==> src/rtl/accum_n_bits_mode_if.sv <==
// Operand/result bundle for the N-bit accumulator.
// The front end drives the master side and the accumulator is the slave.
interface accum_n_bits_mode_if #(
    parameter int unsigned N = 8
);
    logic         sclr;
    logic         en;
    logic [1:0]   op;
    logic [N-1:0] A;
    logic [N-1:0] S;
    logic         carry;
    logic         overflow;
    logic         ovf_sticky;
    logic         valid;

    modport master (
        output sclr, en, op, A,
        input  S, carry, overflow, ovf_sticky, valid
    );

    modport slave (
        input  sclr, en, op, A,
        output S, carry, overflow, ovf_sticky, valid
    );
endinterface

==> src/rtl/accum_n_bits_mode.sv <==
// N-bit accumulator: registered operand stage followed by a result stage.
// Supports hold/add/subtract/load, optional signed saturation, per-op
// carry/borrow and overflow flags, and a sticky overflow flag.
module accum_n_bits_mode #(
    parameter int unsigned N   = 8,
    parameter bit          SAT = 1'b0
) (
    input logic                 clk,
    input logic                 aclr,
    accum_n_bits_mode_if.slave  bus
);

    typedef enum logic [1:0] {
        OP_HOLD = 2'b00,
        OP_ADD  = 2'b01,
        OP_SUB  = 2'b10,
        OP_LOAD = 2'b11
    } op_e;

    localparam logic [N-1:0] POS_MAX = {1'b0, {(N-1){1'b1}}};
    localparam logic [N-1:0] NEG_MIN = {1'b1, {(N-1){1'b0}}};

    // Stage 1 state
    logic [N-1:0] b_q, b_d;
    op_e          op_q, op_d;
    logic         v_q, v_d;

    // Stage 2 state
    logic [N-1:0] s_q, s_d;
    logic         carry_q, carry_d;
    logic         ovf_q, ovf_d;
    logic         sticky_q, sticky_d;
    logic         valid_q, valid_d;

    // Arithmetic intermediates
    logic [N:0]   sum;
    logic [N:0]   diff;
    logic [N-1:0] res;
    logic         c_new;
    logic         o_new;

    // Stage 1 next state: capture operand on en, qualify with sclr
    always_comb begin
        b_d  = b_q;
        op_d = op_q;
        v_d  = bus.en & ~bus.sclr;
        if (bus.en) begin
            b_d  = bus.A;
            op_d = op_e'(bus.op);
        end
    end

    // Operation result and per-op flags from the registered operand
    always_comb begin
        sum   = {1'b0, s_q} + {1'b0, b_q};
        // Bit N of the zero-extended difference is the borrow (S < B unsigned)
        diff  = {1'b0, s_q} - {1'b0, b_q};
        res   = s_q;
        c_new = 1'b0;
        o_new = 1'b0;
        unique case (op_q)
            OP_HOLD: begin
                res = s_q;
            end
            OP_ADD: begin
                res   = sum[N-1:0];
                c_new = sum[N];
                o_new = (s_q[N-1] == b_q[N-1]) && (sum[N-1] != s_q[N-1]);
            end
            OP_SUB: begin
                res   = diff[N-1:0];
                c_new = diff[N];
                o_new = (s_q[N-1] != b_q[N-1]) && (diff[N-1] != s_q[N-1]);
            end
            OP_LOAD: begin
                res = b_q;
            end
            default: begin
                res = s_q;
            end
        endcase
        // Clamp direction follows the sign of the pre-operation accumulator;
        // carry stays taken from the unsaturated result.
        if (SAT && o_new) begin
            res = s_q[N-1] ? NEG_MIN : POS_MAX;
        end
    end

    // Stage 2 next state: sclr, then idle hold, then apply the operation
    always_comb begin
        s_d      = s_q;
        carry_d  = carry_q;
        ovf_d    = ovf_q;
        sticky_d = sticky_q;
        valid_d  = 1'b0;
        if (bus.sclr) begin
            s_d      = '0;
            carry_d  = 1'b0;
            ovf_d    = 1'b0;
            sticky_d = 1'b0;
        end else if (v_q) begin
            valid_d  = 1'b1;
            s_d      = res;
            carry_d  = c_new;
            ovf_d    = o_new;
            sticky_d = sticky_q | o_new;
        end
    end

    // Operand stage registers
    always_ff @(posedge clk or negedge aclr) begin
        if (!aclr) begin
            b_q  <= '0;
            op_q <= OP_HOLD;
            v_q  <= 1'b0;
        end else begin
            b_q  <= b_d;
            op_q <= op_d;
            v_q  <= v_d;
        end
    end

    // Result stage registers
    always_ff @(posedge clk or negedge aclr) begin
        if (!aclr) begin
            s_q      <= '0;
            carry_q  <= 1'b0;
            ovf_q    <= 1'b0;
            sticky_q <= 1'b0;
            valid_q  <= 1'b0;
        end else begin
            s_q      <= s_d;
            carry_q  <= carry_d;
            ovf_q    <= ovf_d;
            sticky_q <= sticky_d;
            valid_q  <= valid_d;
        end
    end

    assign bus.S          = s_q;
    assign bus.carry      = carry_q;
    assign bus.overflow   = ovf_q;
    assign bus.ovf_sticky = sticky_q;
    assign bus.valid      = valid_q;

endmodule

==> src/flat_wrapper.sv <==
// flat-port wrapper written by rule: the top's interface ports become plain ports
module accum_n_bits_mode_flat 
#(
    parameter int unsigned N   = 8,
    parameter bit          SAT = 1'b0
)
  (clk, aclr, bus_sclr, bus_en, bus_op, bus_A, bus_S, bus_carry, bus_overflow, bus_ovf_sticky, bus_valid);
  accum_n_bits_mode_if #(.N(N)) bus_i ();
  input logic clk;
  input logic aclr;
  input wire logic [$bits(bus_i.sclr)-1:0] bus_sclr;
  input wire logic [$bits(bus_i.en)-1:0] bus_en;
  input wire logic [$bits(bus_i.op)-1:0] bus_op;
  input wire logic [$bits(bus_i.A)-1:0] bus_A;
  output wire logic [$bits(bus_i.S)-1:0] bus_S;
  output wire logic [$bits(bus_i.carry)-1:0] bus_carry;
  output wire logic [$bits(bus_i.overflow)-1:0] bus_overflow;
  output wire logic [$bits(bus_i.ovf_sticky)-1:0] bus_ovf_sticky;
  output wire logic [$bits(bus_i.valid)-1:0] bus_valid;
  assign bus_i.sclr = bus_sclr;
  assign bus_i.en = bus_en;
  assign bus_i.op = bus_op;
  assign bus_i.A = bus_A;
  assign bus_S = bus_i.S;
  assign bus_carry = bus_i.carry;
  assign bus_overflow = bus_i.overflow;
  assign bus_ovf_sticky = bus_i.ovf_sticky;
  assign bus_valid = bus_i.valid;
  accum_n_bits_mode #(.N(N), .SAT(SAT)) u_core (.clk(clk), .aclr(aclr), .bus(bus_i));
endmodule
==> config.mk <==
export PLATFORM = sky130hd
export DESIGN_NAME = accum_n_bits_mode_flat
export DESIGN_NICKNAME = d
export VERILOG_FILES = /design/src/rtl/accum_n_bits_mode_if.sv /design/src/rtl/accum_n_bits_mode.sv /design/src/flat_wrapper.sv
export SDC_FILE = /design/constraint.sdc
export NUM_CORES = 1
export LEC_CHECK = 0
export BUFFER_PORTS_ARGS = -buffer_cell sky130_fd_sc_hd__buf_2
export CORE_ASPECT_RATIO = 1.5
export CORE_UTILIZATION = 57
export DETAILED_ROUTE_END_ITERATION = 10
export MAX_ROUTING_LAYER = met4
export PLACE_DENSITY_LB_ADDON = 0.3
export RECOVER_POWER = 25
export SETUP_SLACK_MARGIN = 0.1
export SLEW_MARGIN = 20
export SYNTH_ARGS = -nofsm -noshare
export SYNTH_HDL_FRONTEND = slang
export SYNTH_SLANG_ARGS = --single-unit
==> constraint.sdc <==
create_clock -name clk -period 3 [get_ports clk]
set_clock_uncertainty 0.1 [all_clocks]
set_input_delay 0.6 -clock clk [delete_from_list [all_inputs] [get_ports clk]]
set_output_delay 0.6 -clock clk [all_outputs]
set_load 0.03 [all_outputs]
# Yosys cells after proc, flatten, opt, wreduce, memory -nomap -nowiden
# Index checks and enable logic that the tools add are counted.
# W data, S select, Z words.
dict set report word_totals {
  out_inout_bits 12
  n_memories 0
  wordCells 39
  mem_bits_rw 0
  input_bits 14
  reg_bits 23
  latchBits 0
  mem_bits_ro 0
}
dict set report classes {
  bitwise_logic 3
  addsub 2
  multipliers 0
  div 0
  n_eq_ne 8
  shifts 0
  n_reduce_logical 5
  n_lt_le_gt_ge 0
  muxes 13
}
# cell count
set ops {}
lappend ops {{$pmux W8 S3} 1}
lappend ops {{$mux W8} 2}
lappend ops {{$add A8 B8 Y9} 1}
lappend ops {{$sub A8 B8 Y9} 1}
lappend ops {{$mux W1} 8}
lappend ops {{$eq A2 B2 Y1 const B} 2}
lappend ops {{$pmux W1 S2} 2}
lappend ops {{$ne A1 B1 Y1} 3}
lappend ops {{$eq A2 B1 Y1 const B} 1}
lappend ops {{$logic_and A1 B1 Y1} 2}
lappend ops {{$logic_not A2 Y1} 1}
lappend ops {{$ne A2 B2 Y1 const B} 1}
lappend ops {{$reduce_and A2 Y1} 1}
lappend ops {{$reduce_bool A2 Y1} 1}
lappend ops {{$and A1 B1 Y1} 1}
lappend ops {{$eq A1 B1 Y1} 1}
lappend ops {{$not A1 Y1} 1}
lappend ops {{$or A1 B1 Y1} 1}

# Depth between registers and ports, before layout
# Gate-level depths: netlist of the first run.
dict set report depth {
  depth_word 7
  mapped_depth 9
  depth_no_buf 9
}

# Worst setup path after synthesis of the first run
# No wires, ideal clock.
dict set report synth_timing {
  kind {register -> register}
  start {register u_core.s_q[0] (netlist: u_core.bus.S[0])}
  end {register u_core.carry_q (netlist: u_core.bus.carry)}
  setup_time_ns 0.122
  path_buffers 0
  stages_incl_launch_ff 9
  arrival_ns 2.155
  required_ns 2.778
  slack_ns 0.623
  cell_sequence {dfrtp_1 ha_1 fa_1 nor2b_1 o21ai_1 a311oi_1 o31ai_1 o41ai_1 a32o_1}
}
dict set report synth_via {
  elab_chain_cells 4
  elab_cells_between_ends 5
  classes_between {add/sub (2); mux (3)}
}
# item line
set synth_lines {}
lappend synth_lines {{start: declaration} accum_n_bits_mode.sv:29} ;# logic [N-1:0] s_q, s_d;
lappend synth_lines {{start signal: assignment} accum_n_bits_mode.sv:126} ;# s_q <= '0;
lappend synth_lines {{start signal: assignment} accum_n_bits_mode.sv:132} ;# s_q <= s_d;
lappend synth_lines {{$sub A8 B8 Y9 or $add A8 B8 Y9 (tied branches)} {accum_n_bits_mode.sv:57, accum_n_bits_mode.sv:55}}
lappend synth_lines {{$pmux W1 S2 *} accum_n_bits_mode.sv:61} ;# unique case (op_q)
lappend synth_lines {{$mux W1 *} accum_n_bits_mode.sv:101} ;# end else if (v_q) begin
lappend synth_lines {{$mux W1 *} accum_n_bits_mode.sv:96} ;# if (bus.sclr) begin
lappend synth_lines {{end signal: assignment} accum_n_bits_mode.sv:133} ;# carry_q <= carry_d;
lappend synth_lines {{end: declaration} accum_n_bits_mode.sv:30} ;# logic carry_q, carry_d;
# Every way passes the cells marked *; elsewhere a longest branch is shown, timed or not. The select of a mux whose other input is x is not followed.
# A chain may end at the register's enable or synchronous reset.

# Worst setup path in the final report of the first run
dict set report layout_timing {
  start {register u_core.b_q[6]}
  end {register u_core.sticky_q (netlist: u_core.bus.ovf_sticky)}
}
dict set report layout_via {
  elab_chain_cells 7
  elab_cells_between_ends 10
  classes_between {add/sub (2); eq/ne (2); mux (3); bitwise (1); reduce/logical (2)}
}
# item line
set layout_lines {}
lappend layout_lines {{start: declaration} accum_n_bits_mode.sv:24} ;# logic [N-1:0] b_q, b_d;
lappend layout_lines {{start signal: assignment} accum_n_bits_mode.sv:113} ;# b_q <= '0;
lappend layout_lines {{start signal: assignment} accum_n_bits_mode.sv:117} ;# b_q <= b_d;
lappend layout_lines {{$sub A8 B8 Y9 or $add A8 B8 Y9 (tied branches)} {accum_n_bits_mode.sv:57, accum_n_bits_mode.sv:55}}
lappend layout_lines {{$ne A1 B1 Y1, on equally long branches} {accum_n_bits_mode.sv:73, accum_n_bits_mode.sv:68}}
lappend layout_lines {{$logic_and A1 B1 Y1, on equally long branches} {accum_n_bits_mode.sv:73, accum_n_bits_mode.sv:68}}
lappend layout_lines {{$pmux W1 S2 *} accum_n_bits_mode.sv:61}
lappend layout_lines {{$or A1 B1 Y1 *} accum_n_bits_mode.sv:106} ;# sticky_d = sticky_q | o_new;
lappend layout_lines {{$mux W1 *} accum_n_bits_mode.sv:101}
lappend layout_lines {{$mux W1 *} accum_n_bits_mode.sv:96}
lappend layout_lines {{end signal: assignment} accum_n_bits_mode.sv:135} ;# sticky_q <= sticky_d;
lappend layout_lines {{end: declaration} accum_n_bits_mode.sv:32} ;# logic sticky_q, sticky_d;
# Marked as above.

==> results by group, run 1 <==
Run status
  – Status: finished clean

Worst setup path
  – Reg2reg end: u_core.bus.ovf_sticky$_DFFE_PN0P_
  – CP max-delay cell: ha_1
  – Crit end category: flop
  – CP cell instances: inv_1 -> ha_1 -> and2b_1 -> nor4b_1 -> a211oi_1 -> mux2i_1 -> o311ai_1 -> o21ai_1
  – Worst-path fanout max: 12
  – Bufs and invs on worst path: 1
  – Critical path's top delay family: compound AO/OA/AOI/OAI gates
  – Crit Path Category: reg2reg
  – Critical R2R Launch: u_core.b_q[6]$_DFFE_PN0P_
  – CP max stage delay: 0.47 ns
  – Crit start category: flop
  – CP arrival: between 2 and 3 ns
  – Required time at the worst-slack endpoint: 3.05 ns
  – Worst reg2reg path depth: 8
  – R2R setup slack: 0.48 ns

Place
  – RD Place Congestion: 0.949
  – DP HPWL: 3240 um
  – Post-DP Area: 1980 sq um
  – PortBufs: 25

Global routing
  – Initial antenna violation count: 0
  – M2 GR Usage: 0.523
  – First-pass GRT wire length: 7470 um
  – Total GRT Usage: 0.287
  – Vias in the first global route: 1611
  – Largest net degree at the start of global routing: 24
  – Routing usage on met3: 0.0234
  – GRT met1 Usage: 0.303
  – Most Crowded Layer GR: met2
  – Grt total ovfl: 0

Finish
  – Util after Layout: 0.676
  – Number of diodes: 0
  – Area Growth Syn to Fin: 9.89%
  – Fillers: 265
  – Post-route cell area: 2030 sq um
  – Share of cells above drive strength 1: 0.151
  – Nets@finish: between 200 and 300

Floorplanning
  – FP Rows: 24
  – Die Span Y: between 70 and 80 um
  – Chip width: around 48 um
  – Initial Util: 0.615
  – Die area: 3480 sq um
  – Core area: between 3000 and 4000 sq um
  – Boundary Pins: 26

Clocking
  – Root buffer cell: clkbuf_8
  – CTS sink cnt: 23
  – CTS tree: built
  – Clock tree buffer depth: 2
  – # hold bufs at CTS: 0
  – Resized cells post-CTS: 0
  – Clock buffer count from CTS: 3
  – Post-CTS Setup Bufs: 0
  – Worst-Skew Late Latency: 0.28 ns
  – Clock slew at reported path FFs: 0.09 ns
  – Htree depth: 1

Synthesis
  – Post-synthesis mux area share: 0.0278
  – Synth async-reset ratio: 1.00
  – Most common cell in the netlist: dfrtp_1
  – Synth top area share: 0.312
  – EDFF count, synth: 0
  – Ys Warns: 0
  – Simple-gate area share of the yosys netlist: 0.178
  – Synth unique cells: 53
  – Post-Synth XOR/XNOR Area: 0.0190
  – Mapped Area: ~1800 sq um
  – Syn nets: 248
  – Synthesized instance count: between 200 and 250
  – Synth Register Bits: 23
  – Compound-Gate Fraction of Synth Area: 0.246
  – Yosys top cell by area: dfrtp_1
  – Post-Synth Adder-Cell Area: 0.157
  – Post-synth top cells: dfrtp_1, ha_1, inv_1, nand2_1, o21ai_0
  – Top cells by area, synth: dfrtp_1, ha_1, o21ai_0
  – Largest family of logic cells by synthesized area: compound AO/OA/AOI/OAI gates
  – Commonest register cell after synthesis: dfrtp_1
  – Register area share after synthesis: 0.312
  – Synthesized area per cell: 8.71 sq um

Route
  – Final wirelength: 4440 um
  – Total number of vias: around 1600
  – DRC Markers: 0
  – DR vias/cell: 6.07
  – DRT iter0 DRCs: 52
  – DR WL/cell: 16.4 um
  – Pre-Repair DR Iteration Count: 4
  – Post-route ant nets: 0

STA
  – Unrepaired setup endpoints after global routing: false
  – Setup TNS: 0 ns
  – Hold Violations, Final: 0
  – Final Critical Period: roughly 2.5 ns
  – Tcrit/Tclk final: 0.838
  – Setup violators final: 0
  – Final Max Tran Viols: 0
  – Slew headroom: 0.145
  – F_max: about 0.40 GHz
  – Worst slew pin tran: around 1.3 ns

Pwr
  – Power Density: about 430 nW/um^2
  – Final Power: 0.000882 W
  – Leak: between 0.9 and 1 nW
  – Worst VDD drop: 0.000376 V

Worst hold path
  – HP Class: reg2reg
  – Hold depth: 1
  – Hold Path Origin: u_core.bus.carry$_DFFE_PN0P_
  – Hold endpoint: u_core.bus.carry$_DFFE_PN0P_

Run
  – Maximum capacitance violations: 0
==> state kept, by name, summed over array words and instances (netlist names) <==
register	flops
u_core.bus.overflow	1
u_core.bus.valid	1
u_core.bus.carry	1
u_core.op_q	2
u_core.bus.ovf_sticky	1
u_core.bus.S	8
u_core.v_q	1
u_core.b_q	8
==> metrics by stage <==
step / hold WS (ns) / instances / setup WS, ns
6_report: 0.391 / 271 / 0.485
5_1_grt: 0.405 / 271 / 0.272
4_1_cts: 0.204 / 271 / 0.516
3_5_place_dp: 0.377 / 267 / 0.553
3_3_place_gp: 0.355 / 267 / 0.620
2_1_floorplan: 0.204 / 212 / 0.623
==> layer usage <==
metal / part of all wire / vias to the layer above
met3: 0.032 / 14
met2: 0.53 / 54
met4: 0.035 / 0
met1: 0.41 / 777
met5: 0 / -
li1: - / 799
==> cells by family after synthesis <==
logic type / Yosys count
mux: 5
simple gates: 65
flops: 23
xor+xnor: 4
buf+inv: 28
fa+ha+maj: 22
compound gates: 65
==> where the power goes <==
group          switching [W]  internal, W  total [W]
Combinational       0.000197     0.000122   0.000319
Clock               0.000113    0.0000933   0.000206
Sequential         0.0000243     0.000332   0.000357
==> layout by cell type, fill, tap and decap left out, types with 3 or more instances in the layout <==
master | synthesis | layout
ha_1 | 20 | 20
mux2i_1 | 4 | 4
clkbuf_8 | 0 | 3
xor2_1 | 3 | 3
nand2_1 | 18 | 18
a32o_1 | 3 | 3
dfrtp_1 | 23 | 23
o21ai_1 | 3 | 3
inv_1 | 18 | 18
o21ai_0 | 17 | 17
nor2_1 | 16 | 16
buf_2 | 2 | 24
nand3_1 | 4 | 4
a211oi_1 | 5 | 5
a21oi_1 | 11 | 11
nor2b_1 | 8 | 8
nand2b_1 | 3 | 3
==> worst max-delay path by stage <==
stage | depth (start not counted) | endpoint | slack (ns) | from
CTS | 8 | u_core.bus.ovf_sticky$_DFFE_PN0P_ | 0.52 | u_core.b_q[6]$_DFFE_PN0P_
detailed placement | 8 | u_core.bus.ovf_sticky$_DFFE_PN0P_ | 0.55 | u_core.b_q[6]$_DFFE_PN0P_
global route | 8 | u_core.bus.ovf_sticky$_DFFE_PN0P_ | 0.27 | u_core.b_q[6]$_DFFE_PN0P_
floorplan | 8 | u_core.bus.carry$_DFFE_PN0P_ | 0.62 | u_core.bus.S[0]$_DFFE_PN0P_
global placement | 8 | u_core.bus.ovf_sticky$_DFFE_PN0P_ | 0.62 | u_core.b_q[6]$_DFFE_PN0P_
finish | 8 | u_core.bus.ovf_sticky$_DFFE_PN0P_ | 0.48 | u_core.b_q[6]$_DFFE_PN0P_
==> layout make-up <==
cell class                      count  area [sq um]  area share
Timing Repair Buffer               26           131      0.0647
Clock inverter                      1          5.00     0.00247
Tap cell                           39          48.8      0.0240
Clock buffer                        3          41.3      0.0203
Sequential cell                    23           576       0.284
Multi-Input combinational cell    161          1160       0.572
Inverter                           18          67.6      0.0333
Note: power is estimated with default switching activity, not from simulation.
==> run 2: changes to the inputs <==
--- a/config.mk
+++ b/config.mk
@@ -7,7 +7,7 @@
 export LEC_CHECK = 0
 export BUFFER_PORTS_ARGS = -buffer_cell sky130_fd_sc_hd__buf_2
 export CORE_ASPECT_RATIO = 1.5
-export CORE_UTILIZATION = 57
+export CORE_UTILIZATION = 52
 export DETAILED_ROUTE_END_ITERATION = 10
 export MAX_ROUTING_LAYER = met4
 export PLACE_DENSITY_LB_ADDON = 0.3
==> constraint.sdc (replaced) <==
create_clock -name clk -period 2.15 [get_ports clk]
set_clock_uncertainty 0.1 [all_clocks]
set_input_delay 0.43 -clock clk [delete_from_list [all_inputs] [get_ports clk]]
set_output_delay 0.43 -clock clk [all_outputs]
set_load 0.03 [all_outputs]
==> run 2 against run 1 <==
  * First-iteration DRC count grew 19%
  * Register-to-register slack worse by 0.52 ns
  * Routed wire length grew 24%
  * Count of clock-buffer cells in the layout grew 1
  * Non-clock buffer count rose by 28
  * Critical endpoint is now u_core.bus.carry$_DFFE_PN0P_
  * Highest routed layer unchanged
  * Combinational power increased by 110%
  * The run now ends with negative setup slack left
  * Flip-flop and latch count stayed put
==> results by group, run 2 (same netlist as run 1, synthesis figures left out) <==
Run status
  – Status: finished with violations
  – Failing checks: negative setup slack

Worst setup path
  – Worst-path fanout max: 3
  – Bufs and invs on worst path: 0
  – CP max stage delay: 0.45 ns
  – Crit start category: flop
  – CP cell instances: ha_4 -> fa_2 -> nor2b_4 -> o21ai_2 -> a311oi_1 -> o31ai_1 -> o41ai_1 -> a32o_1
  – Critical path's top delay family: compound AO/OA/AOI/OAI gates
  – CP max-delay cell: dfrtp_2
  – Crit Path Category: reg2reg
  – Required time at the worst-slack endpoint: 2.22 ns
  – Crit end category: flop
  – CP arrival: 2.26 ns

Route
  – DR WL/cell: about 18 um
  – Pre-Repair DR Iteration Count: 4
  – Total number of vias: 1829
  – DRT iter0 DRCs: 62
  – Post-route ant nets: 0
  – Final wirelength: approximately 5500 um
  – DR vias/cell: ~6.1
  – DRC Markers: 0

Finish
  – Area Growth Syn to Fin: 35.0%
  – Post-route cell area: 2490 sq um
  – Number of diodes: 0
  – Commonest non-fill, non-tap cells in the layout: buf_4, buf_2, nand2_1
  – Most common cell after layout, fill and taps aside: buf_4
  – Nets@finish: 297
  – Fillers: 273
  – Share of cells above drive strength 1: 0.396

Clocking
  – Root buffer cell: clkbuf_8
  – Htree depth: 1
  – CTS tree: built
  – Worst-Skew Late Latency: 0.28 ns
  – Clock tree buffer depth: 2
  – Clock buffer count from CTS: 3
  – CTS sink cnt: 23
  – # hold bufs at CTS: 0
  – Clock slew at reported path FFs: ~0.09 ns

Global routing
  – Vias in the first global route: 1871
  – Initial antenna violation count: 0
  – Largest net degree at the start of global routing: 24
  – First-pass GRT wire length: 8420 um
  – Total GRT Usage: 0.314
  – Grt total ovfl: 0

Pwr
  – Seq pwr share: 0.344
  – Leak: roughly 1.1 nW
  – Power Density: 585 nW/um^2
  – Sw Share: 0.380
  – P_int: ~0.0009 W
  – Sw Pwr: approximately 0.00055 W
  – Clock power frac: 0.198
  – Worst VDD drop: 0.000375 V
  – Logic pwr share: 0.458

Floorplanning
  – FP Rows: 26
  – Core area: 3380 sq um
  – Die area: roughly 3800 sq um
  – Initial Util: 0.546
  – Chip width: 50.7 um
  – Boundary Pins: 26
  – Die Span Y: 75.0 um

STA
  – Setup TNS: -0.0397 ns
  – Final Max Tran Viols: 0
  – F_max: 0.457 GHz
  – Worst slew pin tran: 1.32 ns
  – Final Critical Period: 2.19 ns
  – Tcrit/Tclk final: 1.02
  – Unrepaired setup endpoints after global routing: true
  – Worst setup margin: -0.0397 ns
  – Setup violators final: 1
  – Hold Violations, Final: 0
  – Slew headroom: 0.123

Place
  – RD Place Congestion: 0.982
  – Post-DP Area: 2210 sq um
  – PortBufs: 25
  – Worst setup slack after placement: -0.0701 ns
  – DP HPWL: 3810 um

Worst hold path
  – HP Class: in2reg

Run
  – Maximum capacitance violations: 0
## run 2: cell count changes in the layout (fill, tap and decap cells not counted), sizes merged
cell,before,now
clkinv,1,0
clkbuf,4,5
buf,25,53
## run 2: power by group through the flow
stage | sequential, W | clock, W | combinational [W]
final | 0.000502 | 0.000288 | 0.000667
after global routing | 0.000506 | 0.000299 | 0.000725
after CTS | 0.000500 | 0.000287 | 0.000588
after detailed placement | 0.000508 | 0 | 0.000543
after global placement | 0.000506 | 0 | 0.000535
after floorplan | 0.000533 | 0 | 0.000352
## run 2: cell type report
cell class	count	area, sq um	share of cell area
well taps	42	52.6	0.0211
multi-input cells	161	1400	0.562
clock buffers	4	45.0	0.0181
repair buffers	54	342	0.137
flip-flops and latches	23	584	0.234
inverters	18	67.6	0.0271
## run 2: worst reg2reg max path, cell delays in order, from the launching register on
cell      delay, ns
dfrtp_2        0.45
ha_4           0.18
fa_2           0.34
nor2b_4        0.14
o21ai_2        0.14
a311oi_1       0.11
o31ai_1        0.26
o41ai_1        0.13
a32o_1         0.23
## run 2: path summary, 6_finish.rpt
check                                                 from                              end  slack [ns]  cells after the start
setup / recovery                 u_core.b_q[0]$_DFFE_PN0P_     u_core.bus.carry$_DFFE_PN0P_       -0.04                      8
hold / removal                                    bus_A[1]        u_core.b_q[1]$_DFFE_PN0P_        0.25                      3
setup reg to reg                 u_core.b_q[0]$_DFFE_PN0P_     u_core.bus.carry$_DFFE_PN0P_       -0.04                      8
hold reg to reg            u_core.bus.overflow$_DFFE_PN0P_  u_core.bus.overflow$_DFFE_PN0P_        0.40                      2
max in group asynchronous                             aclr      u_core.bus.S[5]$_DFFE_PN0P_        0.75                      1
min in group asynchronous                             aclr        u_core.b_q[6]$_DFFE_PN0P_        0.32                      1
## run 2: layer usage
layer | share of wire | GRT usage | wire length [um] | vias to the layer above
li1 | - | - | - | 858
met1 | 0.39 | 0.309 | 2130 | 884
met2 | 0.53 | 0.584 | 2940 | 63
met3 | 0.035 | 0.0323 | 191 | 24
met4 | 0.048 | 0.198 | 263 | 0
met5 | 0 | - | 0 | -
## run 2: timing repair
action	CTS	global route
resized for setup	10	23
buffers inserted	8	6
setup endpoints to repair	6	8
pin swaps	9	16
## run 2: metrics by stage
stage	utilization	hold slack [ns]	std cells	power, W
after CTS	0.699	0.0559	296	0.00137
final	0.737	0.252	302	0.00146
after global placement	0.654	0.341	284	0.00104
after global routing	0.737	0.275	302	0.00153
after floorplan	-	0.0344	212	0.000885
after detailed placement	0.654	0.354	284	0.00105
==> run 3: changes to the inputs <==
--- a/config.mk
+++ b/config.mk
@@ -12,7 +12,6 @@
 export MAX_ROUTING_LAYER = met4
 export PLACE_DENSITY_LB_ADDON = 0.3
 export RECOVER_POWER = 25
-export SETUP_SLACK_MARGIN = 0.1
 export SLEW_MARGIN = 20
 export SYNTH_ARGS = -nofsm -noshare
 export SYNTH_HDL_FRONTEND = slang
==> run 3 against run 2 <==
  * The run still ends with negative setup slack left
  * Via count is 4.6% higher
  * Core utilization is 3.0 points higher
  * First-iteration DRC count is 27% lower
  * Total power is 2.0% higher
  * Routed wire length is 5.6% higher
  * Flip-flop and latch count stayed put
  * Final area is 4.1% higher
  * Critical endpoint is now u_core.bus.S[4]$_DFFE_PN0P_
==> results by group, run 3 (same netlist as run 1, synthesis figures left out) <==
STA
  – Worst slew pin tran: roughly 1.4 ns
  – F_max: 0.455 GHz
  – Final Critical Period: 2.20 ns
  – Setup violators final: 2
  – Unrepaired setup endpoints after global routing: true
  – Slew headroom: 0.0960
  – Hold Violations, Final: 0
  – Final Max Tran Viols: 0
  – Worst setup margin: -0.0460 ns
  – Tcrit/Tclk final: 1.02

Global routing
  – Total GRT Usage: 0.307
  – Largest net degree at the start of global routing: 24
  – Grt total ovfl: 0
  – Vias in the first global route: 1809
  – First-pass GRT wire length: 8250 um
  – Initial antenna violation count: 0

Finish
  – Seq. cell area: 582 sq um
  – Share of cells above drive strength 1: 0.419
  – Nets@finish: between 300 and 400
  – Multi-input logic area: 1410 sq um
  – Area Growth Syn to Fin: 40.5%
  – Fillers: 257
  – Most common cell after layout, fill and taps aside: buf_4
  – Non-Filler Instances: 314
  – Commonest non-fill, non-tap cells in the layout: buf_4, buf_2, dfrtp_1
  – Post-route cell area: 2590 sq um
  – Number of diodes: 0

Route
  – Final wirelength: 5830 um
  – DR WL/cell: 18.6 um
  – DR vias/cell: 6.10
  – Total number of vias: 1914
  – Pre-Repair DR Iteration Count: 4
  – Post-route ant nets: 0
  – DRT iter0 DRCs: 45
  – DRC Markers: 0

Worst setup path
  – Worst-path fanout max: 3
  – Crit end category: flop
  – CP startpoint: u_core.bus.S[0]$_DFFE_PN0P_
  – CP arrival: 2.28 ns
  – Crit Path Category: reg2reg
  – Critical R2R Launch: u_core.bus.S[0]$_DFFE_PN0P_
  – Required time at the worst-slack endpoint: between 2 and 2.5 ns
  – Crit start category: flop

Floorplanning
  – Initial Util: 0.546
  – FP Rows: 26
  – Die area: 3800 sq um
  – Chip width: between 50 and 60 um
  – Core area: 3380 sq um
  – Die Span Y: between 70 and 80 um
  – Boundary Pins: 26

Worst hold path
  – Hold Path Origin: bus_A[1]
  – HP Class: in2reg

Clocking
  – Clock tree buffer depth: 2
  – Htree depth: 1
  – CTS sink cnt: 23
  – Root buffer cell: clkbuf_8
  – Clock buffer count from CTS: 3
  – CTS tree: built
  – Worst-Skew Late Latency: roughly 0.28 ns
  – Clock slew at reported path FFs: 0.10 ns

Pwr
  – Worst VDD drop: between 0.0003 and 0.0004 V
  – Leak: 1.18 nW
  – Power Density: 573 nW/um^2

Place
  – RD Place Congestion: between 0.9 and 1
  – DP HPWL: 3900 um
  – PortBufs: 25
  – Placed cells: slightly above 300
  – Post-DP Area: 2290 sq um

Run status
  – Failing checks: negative setup slack
  – Status: finished with violations

Run
  – Maximum capacitance violations: 0
-- run 3: worst paths after layout --
check / endpoint / slack [ns] / cells past startpoint
min in group asynchronous: u_core.bus.S[6]$_DFFE_PN0P_ / 0.33 / 1
max in group asynchronous: u_core.bus.S[4]$_DFFE_PN0P_ / 0.72 / 1
worst min register to register: u_core.bus.overflow$_DFFE_PN0P_ / 0.36 / 2
worst max-delay path: u_core.bus.S[4]$_DFFE_PN0P_ / -0.05 / 8
worst max register to register: u_core.bus.S[4]$_DFFE_PN0P_ / -0.05 / 8
worst min-delay path: u_core.b_q[1]$_DFFE_PN0P_ / 0.24 / 3
-- run 3: layout make-up --
type                            count  area share
Clock inverter                      1     0.00193
Timing Repair Buffer               66       0.168
Inverter                           18      0.0260
Sequential cell                    23       0.224
Clock buffer                        3      0.0159
Tap cell                           42      0.0203
Multi-Input combinational cell    161       0.544
-- run 3: routing by layer --
metal  global-route usage  part of all wire  vias to the layer above  routed length [um]
li1                     -                 -                      878                   -
met1                0.312              0.37                      944                2180
met2                0.550              0.54                       69                3140
met3               0.0343             0.040                       23                 235
met4                0.207             0.047                        0                 276
met5                    -                 0                        -                   0
-- run 3: timing repair --
action,in CTS,in global routing
endpoints found under the setup margin,6,8
setup buffers,2,6
gates resized for setup,8,34
pin swaps,9,20
hold buffers,0,0
-- run 3: per-stage QoR --
step	TNS, ns	hold slack (ns)	utilization	setup WS [ns]	total power (W)
final	-0.0714	0.243	0.767	-0.0460	0.00149
after CTS	-0.0434	0.0503	0.707	-0.0240	0.00138
after floorplan	-0.00967	0.0344	-	-0.00964	0.000857
after global routing	-0.470	0.262	0.767	-0.113	0.00155
after detailed placement	-0.265	0.352	0.676	-0.0800	0.00106
after global placement	-0.168	0.334	0.676	-0.0682	0.00106
-- run 3: critical path, stage by stage (launching register included) --
cell      delay, ns
dfrtp_2        0.44
ha_4           0.18
fa_2           0.33
nor2b_4        0.15
o21ai_2        0.15
nand2b_1       0.10
xor2_1         0.16
o311a_1        0.29
o31ai_1        0.20
-- run 3: power by group --
group	switching, W	internal, W
clock	0.000165	0.000130
combinational	0.000385	0.000312
sequential	0.0000296	0.000465
total	0.000580	0.000907
